===== config.mk =====
export PLATFORM = sky130hd
export DESIGN_NAME = fifo_nvc_flat
export DESIGN_NICKNAME = d
export VERILOG_FILES = /design/src/rtl/noc_pkg.sv /design/src/rtl/fifo_nvc_if.sv /design/src/rtl/fifo_nvc_ctrl.sv /design/src/rtl/fifo_nvc.sv /design/src/flat_wrapper.sv
export SDC_FILE = /design/constraint.sdc
export NUM_CORES = 2
export LEC_CHECK = 0
export ABC_AREA = 0
export CORE_AREA = 4 4 598 600
export CTS_BUF_LIST = sky130_fd_sc_hd__clkbuf_4
export CTS_CLUSTER_DIAMETER = 40
export CTS_CLUSTER_SIZE = 40
export DETAILED_ROUTE_END_ITERATION = 16
export DIE_AREA = 0 0 602 604
export PLACE_DENSITY = 0.7
export SYNTH_ARGS = -nofsm -noshare
export SYNTH_HDL_FRONTEND = slang
export SYNTH_SLANG_ARGS = --single-unit

===== constraint.sdc =====
create_clock -name clk -period 45.4 [get_ports clk]
set_input_delay 9.08 -clock clk [delete_from_list [all_inputs] [get_ports clk]]
set_output_delay 9.08 -clock clk [all_outputs]
set_load 0.02 [all_outputs]

===== src/rtl/noc_pkg.sv =====
// Shared NoC types: the flit width default, the VC identifier type and the FIFO helpers.
package noc_pkg;

  localparam int unsigned NOC_FLIT_WIDTH = 512;
  localparam int unsigned NOC_VC_ID_W    = 8;

  typedef logic [NOC_VC_ID_W-1:0] vc_id_t;

  // Encoded as {push, pop} so a controller can cast its two strobes directly.
  typedef enum logic [1:0] {
    OpNone = 2'b00,
    OpPop  = 2'b01,
    OpPush = 2'b10,
    OpBoth = 2'b11
  } fifo_op_e;

  function automatic int unsigned flat_addr(input int unsigned vc, input int unsigned ptr,
                                            input int unsigned depth);
    return vc * depth + ptr;
  endfunction

endpackage


===== src/rtl/fifo_nvc_if.sv =====
// Handshake and status bundle between a multi-VC FIFO and its user.
interface fifo_nvc_if #(
  parameter int unsigned NUM_VC = 2,
  parameter int unsigned DEPTH  = 4,
  parameter int unsigned WIDTH  = 512
);

  logic [WIDTH-1:0]              data;
  logic [$clog2(NUM_VC)-1:0]     wrvc;
  logic                          wrreq;
  logic [NUM_VC-1:0]             rdreq;
  logic [WIDTH-1:0]              q           [NUM_VC];
  logic [NUM_VC-1:0]             empty;
  logic [NUM_VC-1:0]             full;
  logic [NUM_VC-1:0]             almost_full;
  logic [$clog2(DEPTH+1)-1:0]    usedw       [NUM_VC];
  logic                          overflow;
  logic                          underflow;

  modport master (
    output data, wrvc, wrreq, rdreq,
    input  q, empty, full, almost_full, usedw, overflow, underflow
  );

  modport slave (
    input  data, wrvc, wrreq, rdreq,
    output q, empty, full, almost_full, usedw, overflow, underflow
  );

endinterface


===== src/rtl/fifo_nvc_ctrl.sv =====
// Per-VC pointer/counter controller; status flags are registered from the next-state count.
module fifo_nvc_ctrl
  import noc_pkg::*;
#(
  parameter int unsigned DEPTH    = 4,
  parameter int unsigned AF_LEVEL = DEPTH - 1
) (
  input  logic                       clk,
  input  logic                       aclr,
  input  logic                       sclr,
  input  logic                       wr_en,
  input  logic                       rd_en,
  output logic                       push,
  output logic [$clog2(DEPTH)-1:0]   wr_ptr,
  output logic [$clog2(DEPTH)-1:0]   rd_ptr,
  output logic [$clog2(DEPTH+1)-1:0] usedw,
  output logic                       empty,
  output logic                       full,
  output logic                       almost_full
);

  localparam int unsigned PTR_W = $clog2(DEPTH);
  localparam int unsigned CNT_W = $clog2(DEPTH + 1);

  logic [PTR_W-1:0] wr_ptr_q, wr_ptr_d;
  logic [PTR_W-1:0] rd_ptr_q, rd_ptr_d;
  logic [CNT_W-1:0] usedw_q, usedw_d;
  logic             empty_q, empty_d;
  logic             full_q, full_d;
  logic             af_q, af_d;
  logic             pop;
  fifo_op_e         op;

  function automatic logic [PTR_W-1:0] ptr_next(input logic [PTR_W-1:0] p);
    return (p == PTR_W'(DEPTH - 1)) ? '0 : p + 1'b1;
  endfunction

  // A write to a full VC is dropped even when the same cycle pops it.
  assign push = wr_en && !full_q && !sclr;
  assign pop  = rd_en && !empty_q && !sclr;
  assign op   = fifo_op_e'({push, pop});

  always_comb begin
    wr_ptr_d = wr_ptr_q;
    rd_ptr_d = rd_ptr_q;
    usedw_d  = usedw_q;
    case (op)
      OpPush: begin
        wr_ptr_d = ptr_next(wr_ptr_q);
        usedw_d  = usedw_q + CNT_W'(1);
      end
      OpPop: begin
        rd_ptr_d = ptr_next(rd_ptr_q);
        usedw_d  = usedw_q - CNT_W'(1);
      end
      OpBoth: begin
        wr_ptr_d = ptr_next(wr_ptr_q);
        rd_ptr_d = ptr_next(rd_ptr_q);
      end
      default: ;
    endcase
    if (sclr) begin
      wr_ptr_d = '0;
      rd_ptr_d = '0;
      usedw_d  = '0;
    end
    empty_d = (usedw_d == '0);
    full_d  = (usedw_d == CNT_W'(DEPTH));
    af_d    = (32'(usedw_d) >= AF_LEVEL);
  end

  always_ff @(posedge clk or posedge aclr) begin
    if (aclr) begin
      wr_ptr_q <= '0;
      rd_ptr_q <= '0;
      usedw_q  <= '0;
      empty_q  <= 1'b1;
      full_q   <= 1'b0;
      af_q     <= 1'b0;
    end else begin
      wr_ptr_q <= wr_ptr_d;
      rd_ptr_q <= rd_ptr_d;
      usedw_q  <= usedw_d;
      empty_q  <= empty_d;
      full_q   <= full_d;
      af_q     <= af_d;
    end
  end

  assign wr_ptr      = wr_ptr_q;
  assign rd_ptr      = rd_ptr_q;
  assign usedw       = usedw_q;
  assign empty       = empty_q;
  assign full        = full_q;
  assign almost_full = af_q;

endmodule


===== src/rtl/fifo_nvc.sv =====
// Multi-VC FIFO: one shared flit array, each VC owning a private DEPTH-entry region.
module fifo_nvc
  import noc_pkg::*;
#(
  parameter int unsigned NUM_VC   = 2,
  parameter int unsigned DEPTH    = 4,
  parameter int unsigned WIDTH    = NOC_FLIT_WIDTH,
  parameter int unsigned AF_LEVEL = DEPTH - 1
) (
  input logic       clk,
  input logic       aclr,
  input logic       sclr,
  fifo_nvc_if.slave bus
);

  localparam int unsigned PTR_W  = $clog2(DEPTH);
  localparam int unsigned ADDR_W = $clog2(NUM_VC * DEPTH);

  logic [WIDTH-1:0]  mem [NUM_VC * DEPTH];
  logic [PTR_W-1:0]  wr_ptr [NUM_VC];
  logic [PTR_W-1:0]  rd_ptr [NUM_VC];
  logic [NUM_VC-1:0] wr_sel;
  logic [NUM_VC-1:0] push;
  logic [ADDR_W-1:0] waddr;
  vc_id_t            wrvc_ext;
  logic              wrvc_ok;
  logic              ovf_set, udf_set;
  logic              ovf_q, udf_q;

  assign wrvc_ext = vc_id_t'(bus.wrvc);
  assign wrvc_ok  = (wrvc_ext < vc_id_t'(NUM_VC));

  for (genvar v = 0; v < NUM_VC; v++) begin : g_vc
    assign wr_sel[v] = bus.wrreq && wrvc_ok && (wrvc_ext == vc_id_t'(v));

    fifo_nvc_ctrl #(
      .DEPTH    (DEPTH),
      .AF_LEVEL (AF_LEVEL)
    ) u_ctrl (
      .clk         (clk),
      .aclr        (aclr),
      .sclr        (sclr),
      .wr_en       (wr_sel[v]),
      .rd_en       (bus.rdreq[v]),
      .push        (push[v]),
      .wr_ptr      (wr_ptr[v]),
      .rd_ptr      (rd_ptr[v]),
      .usedw       (bus.usedw[v]),
      .empty       (bus.empty[v]),
      .full        (bus.full[v]),
      .almost_full (bus.almost_full[v])
    );

    // Show-ahead head flit; stale contents when the VC is empty.
    assign bus.q[v] = mem[ADDR_W'(flat_addr(v, 32'(rd_ptr[v]), DEPTH))];
  end

  always_comb begin
    waddr = '0;
    for (int v = 0; v < NUM_VC; v++) begin
      if (wr_sel[v]) waddr = ADDR_W'(flat_addr(v, 32'(wr_ptr[v]), DEPTH));
    end
  end

  // Storage is deliberately not reset; the pointers alone define validity.
  always_ff @(posedge clk) begin
    if (|push) mem[waddr] <= bus.data;
  end

  assign ovf_set = bus.wrreq && (!wrvc_ok || |(wr_sel & bus.full));
  assign udf_set = |(bus.rdreq & bus.empty);

  always_ff @(posedge clk or posedge aclr) begin
    if (aclr) begin
      ovf_q <= 1'b0;
      udf_q <= 1'b0;
    end else if (sclr) begin
      ovf_q <= 1'b0;
      udf_q <= 1'b0;
    end else begin
      if (ovf_set) ovf_q <= 1'b1;
      if (udf_set) udf_q <= 1'b1;
    end
  end

  assign bus.overflow  = ovf_q;
  assign bus.underflow = udf_q;

endmodule


===== src/flat_wrapper.sv =====
// flat-port wrapper written by rule: the top's interface ports become plain ports
module fifo_nvc_flat import noc_pkg::*;
#(
  parameter int unsigned NUM_VC   = 2,
  parameter int unsigned DEPTH    = 4,
  parameter int unsigned WIDTH    = NOC_FLIT_WIDTH,
  parameter int unsigned AF_LEVEL = DEPTH - 1
)
  (clk, aclr, sclr, bus_data, bus_wrvc, bus_wrreq, bus_rdreq, bus_q, bus_empty, bus_full, bus_almost_full, bus_usedw, bus_overflow, bus_underflow);
  fifo_nvc_if #(.NUM_VC(NUM_VC), .DEPTH(DEPTH), .WIDTH(WIDTH)) bus_i ();
  input logic clk;
  input logic aclr;
  input logic sclr;
  input wire logic [$bits(bus_i.data)-1:0] bus_data;
  input wire logic [$bits(bus_i.wrvc)-1:0] bus_wrvc;
  input wire logic [$bits(bus_i.wrreq)-1:0] bus_wrreq;
  input wire logic [$bits(bus_i.rdreq)-1:0] bus_rdreq;
  output wire logic [$bits(bus_i.q)-1:0] bus_q;
  output wire logic [$bits(bus_i.empty)-1:0] bus_empty;
  output wire logic [$bits(bus_i.full)-1:0] bus_full;
  output wire logic [$bits(bus_i.almost_full)-1:0] bus_almost_full;
  output wire logic [$bits(bus_i.usedw)-1:0] bus_usedw;
  output wire logic [$bits(bus_i.overflow)-1:0] bus_overflow;
  output wire logic [$bits(bus_i.underflow)-1:0] bus_underflow;
  assign bus_i.data = bus_data;
  assign bus_i.wrvc = bus_wrvc;
  assign bus_i.wrreq = bus_wrreq;
  assign bus_i.rdreq = bus_rdreq;
  assign bus_q = {>>{bus_i.q}};
  assign bus_empty = bus_i.empty;
  assign bus_full = bus_i.full;
  assign bus_almost_full = bus_i.almost_full;
  assign bus_usedw = {>>{bus_i.usedw}};
  assign bus_overflow = bus_i.overflow;
  assign bus_underflow = bus_i.underflow;
  fifo_nvc #(.NUM_VC(NUM_VC), .DEPTH(DEPTH), .WIDTH(WIDTH), .AF_LEVEL(AF_LEVEL)) u_core (.clk(clk), .aclr(aclr), .sclr(sclr), .bus(bus_i));
endmodule

# Word-level counts from Yosys, hierarchy flattened
# Memories as Yosys holds them, arrays and structs flattened.
# Cells that the tools add are included.
dict set report classes {
  reduce_logical 35
  n_eq_ne 12
  n_mux 24
  order_cmp 3
  bitwise_logic 2
  n_addsub 10
}
# operator count
set ops {}
lappend ops {{2-bit two-way mux} 13}
lappend ops {{2-bit == test, second input constant} 8}
lappend ops {{2-bit OR reduction} 7}
lappend ops {{1-bit logical AND} 12}
lappend ops {{3-bit one-hot mux with 2 select lines} 2}
lappend ops {{2-bit nonzero test} 6}
lappend ops {{3-bit two-way mux} 3}
lappend ops {{2-bit by 1-bit adder with 2-bit output, second input constant} 4}
lappend ops {{8-bit zero test} 1}
lappend ops {{3-bit by 1-bit adder with 3-bit output, second input constant} 2}
lappend ops {{3-bit by 2-bit adder with 3-bit output, first input constant} 2}
lappend ops {{3-bit == test, second input constant} 2}
lappend ops {{3-bit by 2-bit greater-or-equal comparator with 1-bit output, second input constant} 2}
lappend ops {{1-bit zero test} 6}
lappend ops {{3-bit zero test} 2}
lappend ops {{1-bit two-way mux} 6}
lappend ops {{3-bit by 1-bit subtractor with 3-bit output, second input constant} 2}
lappend ops {{2-bit AND} 2}
lappend ops {{2-bit by 1-bit == test with 1-bit output, second input constant} 2}
lappend ops {{1-bit by 2-bit less-than comparator with 1-bit output, second input constant} 1}
lappend ops {{1-bit logical OR} 1}
dict set report totals {
  output_inout_bits 1038
  ramBits 4096
  reg_bits 22
  inputBits 519
  n_memories 1
}
# memory depth width rd rd_clocked_by_memory_dff wr line
set mem_list {}
lappend mem_list {u_core.mem 8 512 2 0 1 fifo_nvc.sv:19} ;# logic [WIDTH-1:0] mem [NUM_VC * DEPTH];

# Depth between registers and ports, before layout
dict set report logic_depth {
  ltp_word 9
  mapped_depth 9
}

# By module
# From an unflattened synthesis, not the netlist that was laid out.
dict set report hier_totals {
  hier_cells 5484
  area_unflattened_um2 149363.3
}
# module instances area_each_um2 cells_per_inst
set by_module_without_submodules {}
lappend by_module_without_submodules {fifo_nvc 1 148247.2 5376}
lappend by_module_without_submodules {fifo_nvc_ctrl 2 558.0 54}

# Worst setup path after synthesis
# Ideal clock, no wire load.
dict set report synth_path {
  kind {input to register}
  from {in sclr}
  to {mem u_core.mem[0][0] (enable)}
  cell_stages 4
  arrival_ps 44224
  required_ps 43385
  path_slack_ps -840
  setup_ps 2015
  path_buffers 1
  path_cell_list {clkbuf_1 -> inv_1 -> nand3_1 -> nor3_1}
}
dict set report synth_via {
  elab_chain_len 5
  word_cells_on_any_way 6
  classes_between {2 x mux; 4 x reduce/logical}
}
# element line
set synth_rtl {}
lappend synth_rtl {{start, declared} flat_wrapper.sv:13} ;# input logic sclr;
lappend synth_rtl {{1-bit zero test *} fifo_nvc_ctrl.sv:39} ;# assign push = wr_en && !full_q && !sclr;
lappend synth_rtl {{1-bit logical AND} fifo_nvc_ctrl.sv:39}
lappend synth_rtl {{2-bit OR reduction *} fifo_nvc.sv:67} ;# if (|push) mem[waddr] <= bus.data;
lappend synth_rtl {{1-bit two-way mux *} fifo_nvc.sv:67}
lappend synth_rtl {{1-bit two-way mux (not written as such) *} fifo_nvc.sv:67}
lappend synth_rtl {{end, declared} fifo_nvc.sv:19}
# Mark *: on every way between the ends. The rest lies on a longest branch, timed or not.

# Worst setup path in the final report
dict set report layout_path {
  from {reg u_core.g_vc[1].u_ctrl.rd_ptr_q[0]}
  to {out bus_q[215]}
}
dict set report layout_via {
  elab_chain_len 2
}
# element line
set layout_rtl {}
lappend layout_rtl {{start, declared} fifo_nvc_ctrl.sv:26} ;# logic [PTR_W-1:0] rd_ptr_q, rd_ptr_d;
lappend layout_rtl {{start signal, assigned} fifo_nvc_ctrl.sv:82} ;# rd_ptr_q <= rd_ptr_d;
lappend layout_rtl {{3-bit by 2-bit adder with 3-bit output} noc_pkg.sv:19} ;# return vc * depth + ptr;
lappend layout_rtl {{memory 8 x 512 bit} n/a}
lappend layout_rtl {{end, declared} flat_wrapper.sv:18} ;# output wire logic [$bits(bus_i.q)-1:0] bus_q;
# No other way between the ends.

==> results.tsv <==
stage	metric	value	unit
clock_tree	H-tree depth	5	
routing	final WL	394.7	mm
yosys	register bit count reported by yosys	4118	
yosys	most frequent cell after synthesis	edfxtp_1	
cells_and_area	post-layout instance area	177700	sq um
critical_path	cell at the slowest stage of the critical path	dfrtp_4	
power_and_ir_drop	power per cell area	41.45	nW/um^2
clock_tree	Num CTS Buffers	453	
floorplanning	row cnt	218	
sta	final hold slack	0.5460	ns
global_routing	first-pass GRT wire length	549.4	mm
clock_tree	post-CTS setup buffers	0	
sta	min cycle time layout	17.61	ns
routing	max layer used	met5	
yosys	Post-synth EDFFs	4096	
clock_tree	Post-CTS Hold Buffers	0	
yosys	post-synth top area cell	edfxtp_1	
critical_path	crit path DAT	8.53	ns
clock_tree	root buffer cell	clkbuf_4	
yosys	Synth top area share	0.8246	
clock_tree	Worst-Skew Late Latency	1.48	ns
routing	wl on met1	146.1	mm
yosys	mean post-synth cell area	27.20	sq um
sta	final hold violations	0	
global_routing	Tot GR Track Use	0.2112	
sta	Slew headroom	0.2103	
yosys	Post-synth top flop	edfxtp_1	
place	final RePlAce weighted congestion	0.8661	
critical_path	crit-path max FO	51	
routing	Pre-antenna DRT Iters	5	
floorplanning	I/O pins	1557	
cells_and_area	Final nets	7890	
routing	DR WL met2	192.5	mm
power_and_ir_drop	worst IR drop on VDD	0.00002781	V
yosys	Unique masters post-synth	33	
cells_and_area	layout cell share with drive strength beyond 1	0.2530	
place	Setup WS pre-CTS	28.85	ns
yosys	mapped cell area	149200	sq um
global_routing	vias in the first global route	70080	
critical_path	Worst Path Required	36.32	ns
sta	PnR worst setup slack	27.79	ns
yosys	register area share after synthesis	0.8283	
floorplanning	die area	363600	sq um
critical_path	startpoint types	register	
worst_hold_path	HP Class	reg -> reg	
routing	vias per cell	5.563	
yosys	Synth Instances	5484	
clock_tree	clock sinks	4118	
routing	DR iter-0 viols	7927	
floorplanning	die width	602	um
critical_path	max incr delay on CP	0.97	ns
place	DP HPWL	258.1	mm
sta	Clock Skew	0.1373	ns
floorplanning	die height	604	um
yosys	Syn Nets	6015	
floorplanning	core area	352100	sq um
place	Placed Instance Area	169900	sq um
yosys	fraction of registers with async set/reset	0.005342	
routing	number of remaining DRC errors	0	
sta	Setup-failing EPs final	0	
cells_and_area	post-layout util	0.5047	
clock_tree	Reg clk slew, reported paths	0.13	ns
run	Max-cap violations	0	
clock_tree	CTS tree	yes	
place	Cells after DPL	11630	
yosys	top post-synthesis cells by count	edfxtp_1 (4,096), mux4_2 (1,024), buf_2 (103)	
cells_and_area	synthesis-to-layout area growth	19.14	%
yosys	Yosys Warn Count	0	
sta	worst-margin pin slew	1.185	ns
sta	RSZ-0062 raised after global routing	false	
clock_tree	clock buffer depth	4	
global_routing	largest net degree at the start of global routing	139	
routing	WL/cell	31.50	um
power_and_ir_drop	P_leak	53.60	nW
place	Buffers on Ports	1556	
routing	via count	69680	
critical_path	Worst setup EP type	primary output	
critical_path	kind of critical path	reg -> out	
sta	setup TNS	0	ns
yosys	Synth area leaders	edfxtp_1 (82%), mux4_2 (15%), buf_6 (0.77%)	
critical_path	CP Cell Sequence	buf_4, buf_4, buf_4, buf_4, buf_4, buf_4, mux4_2, clkdlybuf4s50_1	
routing	met3 routed WL	33.27	mm
cells_and_area	Finished Layout Cells	12530	
sta	Final Max Tran Viols	0	
sta	Period Utilization, post-route	0.3880	
floorplanning	Initial Util	0.4236	
run_status	run status	finished, final reports clean	
clock_tree	# resized after CTS	0	
sta	upper clock frequency limit	56.77	MHz
power_and_ir_drop	total power	7.367	mW
global_routing	grt total ovfl	0	
critical_path	Most common cell on crit path	buf_4	
global_routing	initial antenna violation count	100	
routing	Routed Antenna Nets	0	
area by class of cell:
class                      count  area [sq um]
antenna                       42         105.1
multi-input combinational   1121         23810
sequential                  4118        123600
inverter                       7         26.28
timing repair buffer        1658         16540
clock buffer                 484          3633
fill                       27140        174400
tap                         4730          5918
clock inverter               367          4105
power breakdown:
group	leakage, nW	internal, mW	switching [mW]
clock	4.09	0.876	1.40
sequential	37.3	4.22	0.0174
combinational	12.2	0.377	0.471
logic make-up (layout without fill, tap and decap cells):
family / after synthesis / count (layout) / synth area share
AO/OA/AOI/OAI: 14 / 14 / 0.0007131
XOR/XNOR: 9 / 9 / 0.0005285
adder cells (fa/ha/maj): 12 / 12 / 0.001007
buffers and inverters: 245 / 2516 / 0.01247
flip-flops: 4118 / 4118 / 0.8283
multiplexers: 1032 / 1032 / 0.1552
other: 0 / 42 / 0
AND/OR/NAND/NOR: 54 / 54 / 0.001778
layer usage:
layer,GRT usage,up-vias
met1,0.2704,37210
li1,-,28000
met5,0,-
met2,0.3370,3570
met3,0.05235,854
met4,0.1089,54
worst paths after layout:
path                                                       from                              end  slack, ns  depth (start not counted)
worst max register to register       u_core.g_vc[1].u_ctrl.full               u_core.mem[7][216]      38.91                         10
worst min-delay path                       u_core.bus.underflow             u_core.bus.underflow       0.55                          2
worst max-delay path            u_core.g_vc[1].u_ctrl.rd_ptr[0]                       bus_q[215]      27.79                          8
min in group asynchronous                                  aclr             u_core.bus.underflow       8.16                          2
max in group asynchronous                                  aclr  u_core.g_vc[1].u_ctrl.rd_ptr[1]      36.59                          2
worst min register to register             u_core.bus.underflow             u_core.bus.underflow       0.55                          2
registers in the layout, indices dropped and copies added, names as in the netlist:
signal and count:
u_core.bus.underflow 1, u_core.g_vc.u_ctrl.wr_ptr 4, u_core.mem 4096, u_core.g_vc.u_ctrl.almost_full 2
u_core.g_vc.u_ctrl.rd_ptr 4, u_core.g_vc.u_ctrl.full 2, u_core.g_vc.u_ctrl.usedw 6, u_core.bus.overflow 1
u_core.g_vc.u_ctrl.empty 2
critical path: cells and delay by family (launching register included):
kind,cells,cell delay [ns]
buffers and inverters,7,5.13
flip-flops,1,0.97
multiplexers,1,0.63
cells in the final DEF, fill, tap and decap left out, types with 4 or more instances in the layout:
cell             count
ha_1                12
nor2_4               4
clkinvlp_4          51
buf_12              16
nor3_1               5
clkinv_4            49
edfxtp_1          4096
clkinv_2            38
buf_4               86
inv_1                7
nand2b_1             4
dfrtp_1             16
clkinv_8            25
clkinv_1            33
dfrtp_4              4
nand2_1              7
diode_2             42
nor2_1              16
mux4_2            1024
inv_8               47
inv_6               74
xor2_1               6
nor3b_1              5
mux2i_1              6
clkbuf_4           484
clkdlybuf4s50_1   1556
bufinv_16           45
No activity file was read; power rests on OpenSTA's default activity.
